File: src/rtl/gsm_lpc_pkg.sv
// gsm_lpc_pkg: shared LPC-chain types, LAR decode constant tables and GSM saturating arithmetic.
// Contents:
//   N_LAR, DATA_W   frame geometry
//   s16_t, state_t  signed 16-bit sample type and block-protocol FSM states
//   MIC, B, INVA    per-coefficient decode constants indexed by the 3-bit LAR number
//   sat16, gsm_add, gsm_sub, gsm_mult_r  pure arithmetic helpers
package gsm_lpc_pkg;
    localparam int N_LAR  = 8;
    localparam int DATA_W = 16;

    typedef logic signed [DATA_W-1:0] s16_t;
    typedef enum logic [1:0] {IDLE, RUN, DRAIN, DONE} state_t;

    localparam s16_t MIC [N_LAR] = '{
        -16'sd32, -16'sd32, -16'sd16, -16'sd16, -16'sd8, -16'sd8, -16'sd4, -16'sd4
    };
    localparam s16_t B [N_LAR] = '{
        16'sd0, 16'sd0, 16'sd2048, -16'sd2560, 16'sd94, -16'sd1792, -16'sd341, -16'sd1144
    };
    localparam s16_t INVA [N_LAR] = '{
        16'sd13107, 16'sd13107, 16'sd13107, 16'sd13107, 16'sd19223, 16'sd17476, 16'sd31454, 16'sd29708
    };

    function automatic s16_t sat16(input logic signed [31:0] x);
        return (x > 32'sd32767) ? 16'sh7FFF : (x < -32'sd32768) ? 16'sh8000 : x[15:0];
    endfunction

    function automatic s16_t gsm_add(input s16_t a, input s16_t b);
        return sat16(32'(a) + 32'(b));
    endfunction

    function automatic s16_t gsm_sub(input s16_t a, input s16_t b);
        return sat16(32'(a) - 32'(b));
    endfunction

    // Rounded Q15 product; arithmetic shift floors negative values.
    // The -32768 * -32768 corner cannot occur here because INVA is always positive.
    function automatic s16_t gsm_mult_r(input s16_t a, input s16_t b);
        logic signed [31:0] p;
        p = 32'(a) * 32'(b) + 32'sd16384;
        return p[30:15];
    endfunction
endpackage

File: src/rtl/gsm_lar_dec_dp.sv
// gsm_lar_dec_dp: two-stage LARc -> LARpp decode datapath with valid/index sidebands.
// Ports:
//   i_clk, i_rst        clock, synchronous active-high reset
//   i_rd_v, i_rd_idx    read strobe/index as issued to the LARc memory
//   i_q                 LARc read data, valid the cycle after the read strobe
//   o_wr_v, o_wr_idx    LARpp write strobe and index (index forced to 0 when idle)
//   o_wr_d              decoded LARpp value (forced to 0 when idle)
//   o_last              the write of the final coefficient is on the port this cycle
module gsm_lar_dec_dp
    import gsm_lpc_pkg::*;
(
    input  logic        i_clk,
    input  logic        i_rst,
    input  logic        i_rd_v,
    input  logic [2:0]  i_rd_idx,
    input  logic [15:0] i_q,
    output logic        o_wr_v,
    output logic [2:0]  o_wr_idx,
    output logic [15:0] o_wr_d,
    output logic        o_last
);
    logic               r_rd_v;
    logic [2:0]         r_rd_idx;
    logic               r_v1;
    logic [2:0]         r_idx1;
    s16_t               r_t1;
    s16_t               w_a;
    logic signed [31:0] w_t;
    s16_t               w_m;
    s16_t               w_pp;

    // Stage 1 works on q in the cycle it is valid; the sideband delays the
    // read strobe/index by one cycle so they line up with q.
    always_comb begin
        w_a  = gsm_add($signed(i_q), MIC[r_rd_idx]);
        w_t  = (32'(w_a) <<< 10) - (32'(B[r_rd_idx]) <<< 1);
        w_m  = gsm_mult_r(INVA[r_idx1], r_t1);
        w_pp = gsm_add(w_m, w_m);
    end

    always_ff @(posedge i_clk) begin
        if (i_rst) begin
            r_rd_v   <= 1'b0;
            r_rd_idx <= '0;
            r_v1     <= 1'b0;
            r_idx1   <= '0;
            r_t1     <= '0;
        end else begin
            r_rd_v   <= i_rd_v;
            r_rd_idx <= i_rd_idx;
            r_v1     <= r_rd_v;
            r_idx1   <= r_rd_idx;
            r_t1     <= sat16(w_t);
        end
    end

    // Stage 2 is combinational from the stage-1 registers so the write lands
    // one cycle after q; outputs are gated to keep the port quiet when idle.
    assign o_wr_v   = r_v1;
    assign o_wr_idx = r_v1 ? r_idx1 : 3'd0;
    assign o_wr_d   = r_v1 ? w_pp : 16'd0;
    assign o_last   = r_v1 && (r_idx1 == 3'(N_LAR - 1));
endmodule

File: src/rtl/gsm_larc_decode.sv
// gsm_larc_decode: decodes the 8 LARc codes of a frame into LARpp using the ap_* block protocol.
// Ports:
//   ap_clk, ap_rst                 clock, synchronous active-high reset
//   ap_start/done/idle/ready       block handshake; done and ready pulse together
//   LARc_address0/ce0/q0           single-port read of the coded LARs
//   LARpp_address0/ce0/we0/d0      single-port write of the decoded LARs
module gsm_larc_decode
    import gsm_lpc_pkg::*;
(
    input  logic        ap_clk,
    input  logic        ap_rst,
    input  logic        ap_start,
    output logic        ap_done,
    output logic        ap_idle,
    output logic        ap_ready,
    output logic [2:0]  LARc_address0,
    output logic        LARc_ce0,
    input  logic [15:0] LARc_q0,
    output logic [2:0]  LARpp_address0,
    output logic        LARpp_ce0,
    output logic        LARpp_we0,
    output logic [15:0] LARpp_d0
);
    state_t     r_state;
    logic       r_idle;
    logic       r_done;
    logic       r_ce;
    logic [2:0] r_addr;
    logic       w_wr_v;
    logic       w_last;

    always_ff @(posedge ap_clk) begin
        if (ap_rst) begin
            r_state <= IDLE;
            r_idle  <= 1'b1;
            r_done  <= 1'b0;
            r_ce    <= 1'b0;
            r_addr  <= '0;
        end else begin
            case (r_state)
                IDLE: if (ap_start) begin
                    r_state <= RUN;
                    r_idle  <= 1'b0;
                    r_ce    <= 1'b1;
                    r_addr  <= '0;
                end
                RUN: if (r_addr == 3'(N_LAR - 1)) begin
                    r_state <= DRAIN;
                    r_ce    <= 1'b0;
                    r_addr  <= '0;
                end else begin
                    r_addr  <= r_addr + 3'd1;
                end
                // Wait for the final write to be on the port, then pulse done.
                DRAIN: if (w_last) begin
                    r_state <= DONE;
                    r_done  <= 1'b1;
                end
                DONE: begin
                    r_state <= IDLE;
                    r_done  <= 1'b0;
                    r_idle  <= 1'b1;
                end
                default: r_state <= IDLE;
            endcase
        end
    end

    gsm_lar_dec_dp u_dp (
        .i_clk    (ap_clk),
        .i_rst    (ap_rst),
        .i_rd_v   (r_ce),
        .i_rd_idx (r_addr),
        .i_q      (LARc_q0),
        .o_wr_v   (w_wr_v),
        .o_wr_idx (LARpp_address0),
        .o_wr_d   (LARpp_d0),
        .o_last   (w_last)
    );

    assign ap_done       = r_done;
    assign ap_ready      = r_done;
    assign ap_idle       = r_idle;
    assign LARc_ce0      = r_ce;
    assign LARc_address0 = r_addr;
    assign LARpp_ce0     = w_wr_v;
    assign LARpp_we0     = w_wr_v;
endmodule
File: config.mk
export PLATFORM = sky130hd
export DESIGN_NAME = gsm_larc_decode
export DESIGN_NICKNAME = d
export VERILOG_FILES = /design/src/rtl/gsm_lpc_pkg.sv /design/src/rtl/gsm_lar_dec_dp.sv /design/src/rtl/gsm_larc_decode.sv
export SDC_FILE = /design/constraint.sdc
export NUM_CORES = 1
export LEC_CHECK = 0
export ABC_AREA = 1
export BUFFER_PORTS_ARGS = -buffer_cell sky130_fd_sc_hd__buf_2
export CELL_PAD_IN_SITES_DETAIL_PLACEMENT = 0
export CELL_PAD_IN_SITES_GLOBAL_PLACEMENT = 1
export CORE_MARGIN = 5
export CORE_UTILIZATION = 43
export DETAILED_ROUTE_END_ITERATION = 7
export GPL_TIMING_DRIVEN = 0
export HOLD_SLACK_MARGIN = 0.08
export PLACE_DENSITY_LB_ADDON = 0.1
export SLEW_MARGIN = 20
export SYNTH_ARGS = -nofsm -noshare
export SYNTH_HDL_FRONTEND = slang
export SYNTH_HIERARCHICAL = 1
export SYNTH_SLANG_ARGS = --single-unit
File: constraint.sdc
create_clock -name ap_clk -period 6.6 [get_ports ap_clk]
set_input_delay 0.99 -clock ap_clk [delete_from_list [all_inputs] [get_ports ap_clk]]
set_output_delay 0.99 -clock ap_clk [all_outputs]
set_load 0.01 [all_outputs]
==> run metrics <==
total CTS buffers=5; Peak VDD IR=787 uV; top cells by area, synth=fa_1 32%, ha_1 16%, nand2_1 12%; vias in the first global route=10464; RSZ-0062 raised after global routing=true; largest net degree at the start of global routing=14; Mapped Area=11300 sq um; Leak=7.43 nW; CTS tree=built; Post-synth EDFFs=0; hold path start=u_dp/r_rd_v$_SDFF_PP0_; Hold Path Class=reg -> reg; skew final=0.00315 ns; Comb pwr share=93.5%; RR Endpoint=u_dp/r_t1[10]$_SDFF_PP0_; post-synthesis sequential area ratio=5.52%; # setup viols final=16; RR Startpoint=u_dp/r_rd_idx[2]$_SDFF_PP0_; Psw=4.21 mW; CTS Hold Buffers Added=0; async set or reset register ratio after synthesis=0%; per-cell routed wire length=17.0 um; CTS root buffer=clkbuf_16; critical path fanouts, max=5; worst hold stages=2; Placer Congestion=0.980; switch share=55.6%; synth unique cells=38; max-cap violations=0; Setup TNS=-9.54 ns; Synth top cells by count=367 x nand2_1, 361 x inv_1, 203 x nor2_1; Hold Path Sink=u_dp/o_wr_v$_SDFF_PP0_; worst r2r path cells=28; yosys warns=6; 1st-pass router iterations=4; CTS max path bufs=2; most common cell in the synthesized netlist=nand2_1; Synth Register Bits=31; first-pass GRT wire length=54.9 mm; P per Cell Area=557 nW/um^2; worst slack at placement=-1.24 ns; row count=59; flop-to-flop setup slack=1.60 ns; DRT antenna net count=0; vias=10062; WP data arrival=6.24 ns; outcome=finished, violations left; Vias/cell=4.96; PortBufs=46; failing checks=setup timing; Critical Path RT=5.61 ns; Reg clk slew, reported paths=0.05 ns; Syn Inst Count=1571; H-tree depth=2; antenna cell count=0; Fin. Hold Viols=0; Setup crit end kind=output port; fmax=138 MHz; initial core utilization=43.4%; gr ovfl total=0; post-DP HPWL=29.2 mm; num ports=47; final wirelength=34.4 mm; die height=172 um; nets=2031; die width=172 um; Seq pwr share=3.6%; final setup slack of the worst path=-0.633 ns; Clock power frac=2.9%; Synthesized Nets=1911; # DRC=0; GRT Resource Usage Total=23.8%; Mean Syn Cell Area=7.16 sq um; Slew HR=54.8%; layout cells sized above 1=20.5%; Crit Path Class=reg -> out; dominant synthesized flop cell=dfxtp_1; Slew Viols, Final=0; fin util=52.5%; clk_lat worst skew=0.28 ns; largest area contributor in the netlist=fa_1; post-synth top area share=32.0%; die area=29500 sq um; area delta synth->final=20.8%; startpoint types=flip-flop; clock sinks=31; period utilization=110%; core area=25900 sq um; DR iter-0 viols=542; post-layout min period=7.23 ns; cell internal pwr=3.36 mW; Slew @ Worst Pin=0.678 ns; initial antenna violation count=0
==> metrics by stage <==
stage               hold slack [ns]  instances  power, mW  instance area [sq um]
finish                        0.415       2027       7.57                  13600
floorplan                     0.388       1571       4.29                  11400
global placement              0.392       1952       5.59                  12100
global route                  0.444       2027       8.38                  13600
detailed placement            0.399       1952       5.59                  12100
CTS                           0.419       2012       7.22                  13300
==> layout by cell type (no fill, tap or decap), types with 4 or more instances in the layout <==
cell type    n
a21oi_1     33
buf_2       41
fa_1       172
a21o_1       5
ha_4        12
o21ai_0     18
nand3_1     45
buf_6       16
nand3b_1     4
nand3_2      9
a21oi_2     13
inv_1      333
clkbuf_16   10
o21ai_2     10
nand2_2     41
buf_4       59
nor3_1      18
fa_2         8
nor2_2      22
a31oi_1      6
nor2_1     163
nor2_4      30
ha_1       128
xnor2_1     13
xor2_1      11
o21bai_1     4
o21a_1       5
nand4_1     18
nand2_1    331
dfxtp_1     27
inv_2       27
buf_12       4
nand2_4     10
==> how the worst max path moves through the flow <==
stage / from / to / slack, ns / depth (start not counted)
detailed placement: u_dp/r_idx1[0]$_SDFF_PP0_ / LARpp_d0[5] / -1.24 / 25
finish: u_dp/r_idx1[0]$_SDFF_PP0_ / LARpp_d0[9] / -0.63 / 26
global route: u_dp/r_idx1[0]$_SDFF_PP0_ / LARpp_d0[9] / -0.80 / 26
floorplan: u_dp/r_idx1[0]$_SDFF_PP0_ / LARpp_d0[10] / 0.003 / 25
global placement: u_dp/r_idx1[0]$_SDFF_PP0_ / LARpp_d0[5] / -1.26 / 25
CTS: u_dp/r_idx1[2]$_SDFF_PP0_ / LARpp_d0[9] / -0.58 / 29
==> critical path: stages (launching register included) <==
cell       delay (ns)
dfxtp_4          0.39
inv_8            0.08
ha_4             0.13
nor2_4           0.05
clkbuf_16        0.16
nor2_4           0.13
inv_2            0.05
fa_1             0.58
fa_1             0.45
fa_1             0.57
fa_1             0.43
fa_1             0.56
inv_2            0.05
fa_1             0.60
ha_4             0.24
a21o_1           0.23
nor2_4           0.17
o21ai_4          0.09
a21oi_2          0.17
nand2_1          0.07
nand2_1          0.08
nand3_2          0.12
nor2_4           0.17
inv_4            0.06
buf_6            0.13
nand2_1          0.05
buf_2            0.12
==> sequential cells by signal, indices dropped and copies added, names as in the netlist <==
register       cells
u_dp/r_idx1        3
ap_done            1
u_dp/r_t1         15
ap_idle            1
u_dp/o_wr_v        1
u_dp/r_rd_v        1
LARc_address0      3
r_state            2
LARc_ce0           1
u_dp/r_rd_idx      3
==> final cells by class <==
| type | instances | area [sq um] |
|---|---|---|
| multi-input combinational | 1149 | 9820 |
| buffer | 23 | 289 |
| timing repair buffer | 113 | 861 |
| tap | 335 | 419 |
| clock inverter | 3 | 20.0 |
| inverter | 368 | 1430 |
| fill | 2603 | 12300 |
| clock buffer | 5 | 125 |
| sequential | 31 | 633 |
==> power groups by stage <==
stage               registers, mW  clock network (mW)  logic, mW
finish                      0.272               0.222       7.08
global route                0.277               0.239       7.87
CTS                         0.271               0.230       6.72
detailed placement          0.273                   0       5.32
global placement            0.273                   0       5.31
floorplan                   0.260                   0       4.03
==> what timing repair did <==
action | CTS | global route
buffers inserted | 48 | 14
resized for setup | 175 | 57
endpoints found under the setup margin | 16 | 16
pin swaps | 101 | 35
cloned | 4 | 1
==> cells by family (layout without fill, tap and decap cells) <==
family / after synthesis / after routing / share of synthesized area (%)
adder cells (fa/ha/maj): 321 / 321 / 47.7
AND/OR/NAND/NOR: 699 / 699 / 26.0
XOR/XNOR: 24 / 24 / 1.87
AO/OA/AOI/OAI: 105 / 105 / 5.42
buffers and inverters: 391 / 512 / 13.5
flip-flops: 31 / 31 / 5.52
==> metal layers <==
| metal | global-route usage (%) | wire [um] | share of wire (%) | vias to the layer above |
|---|---|---|---|---|
| li1 | - | - | - | 4994 |
| met1 | 30.4 | 14900 | 43 | 4809 |
| met2 | 44.1 | 17400 | 51 | 201 |
| met3 | 1.52 | 1050 | 3.1 | 58 |
| met4 | 5.40 | 1010 | 2.9 | 0 |
| met5 | 0 | 0 | 0 | - |
Power figures use the tool's default switching activity.
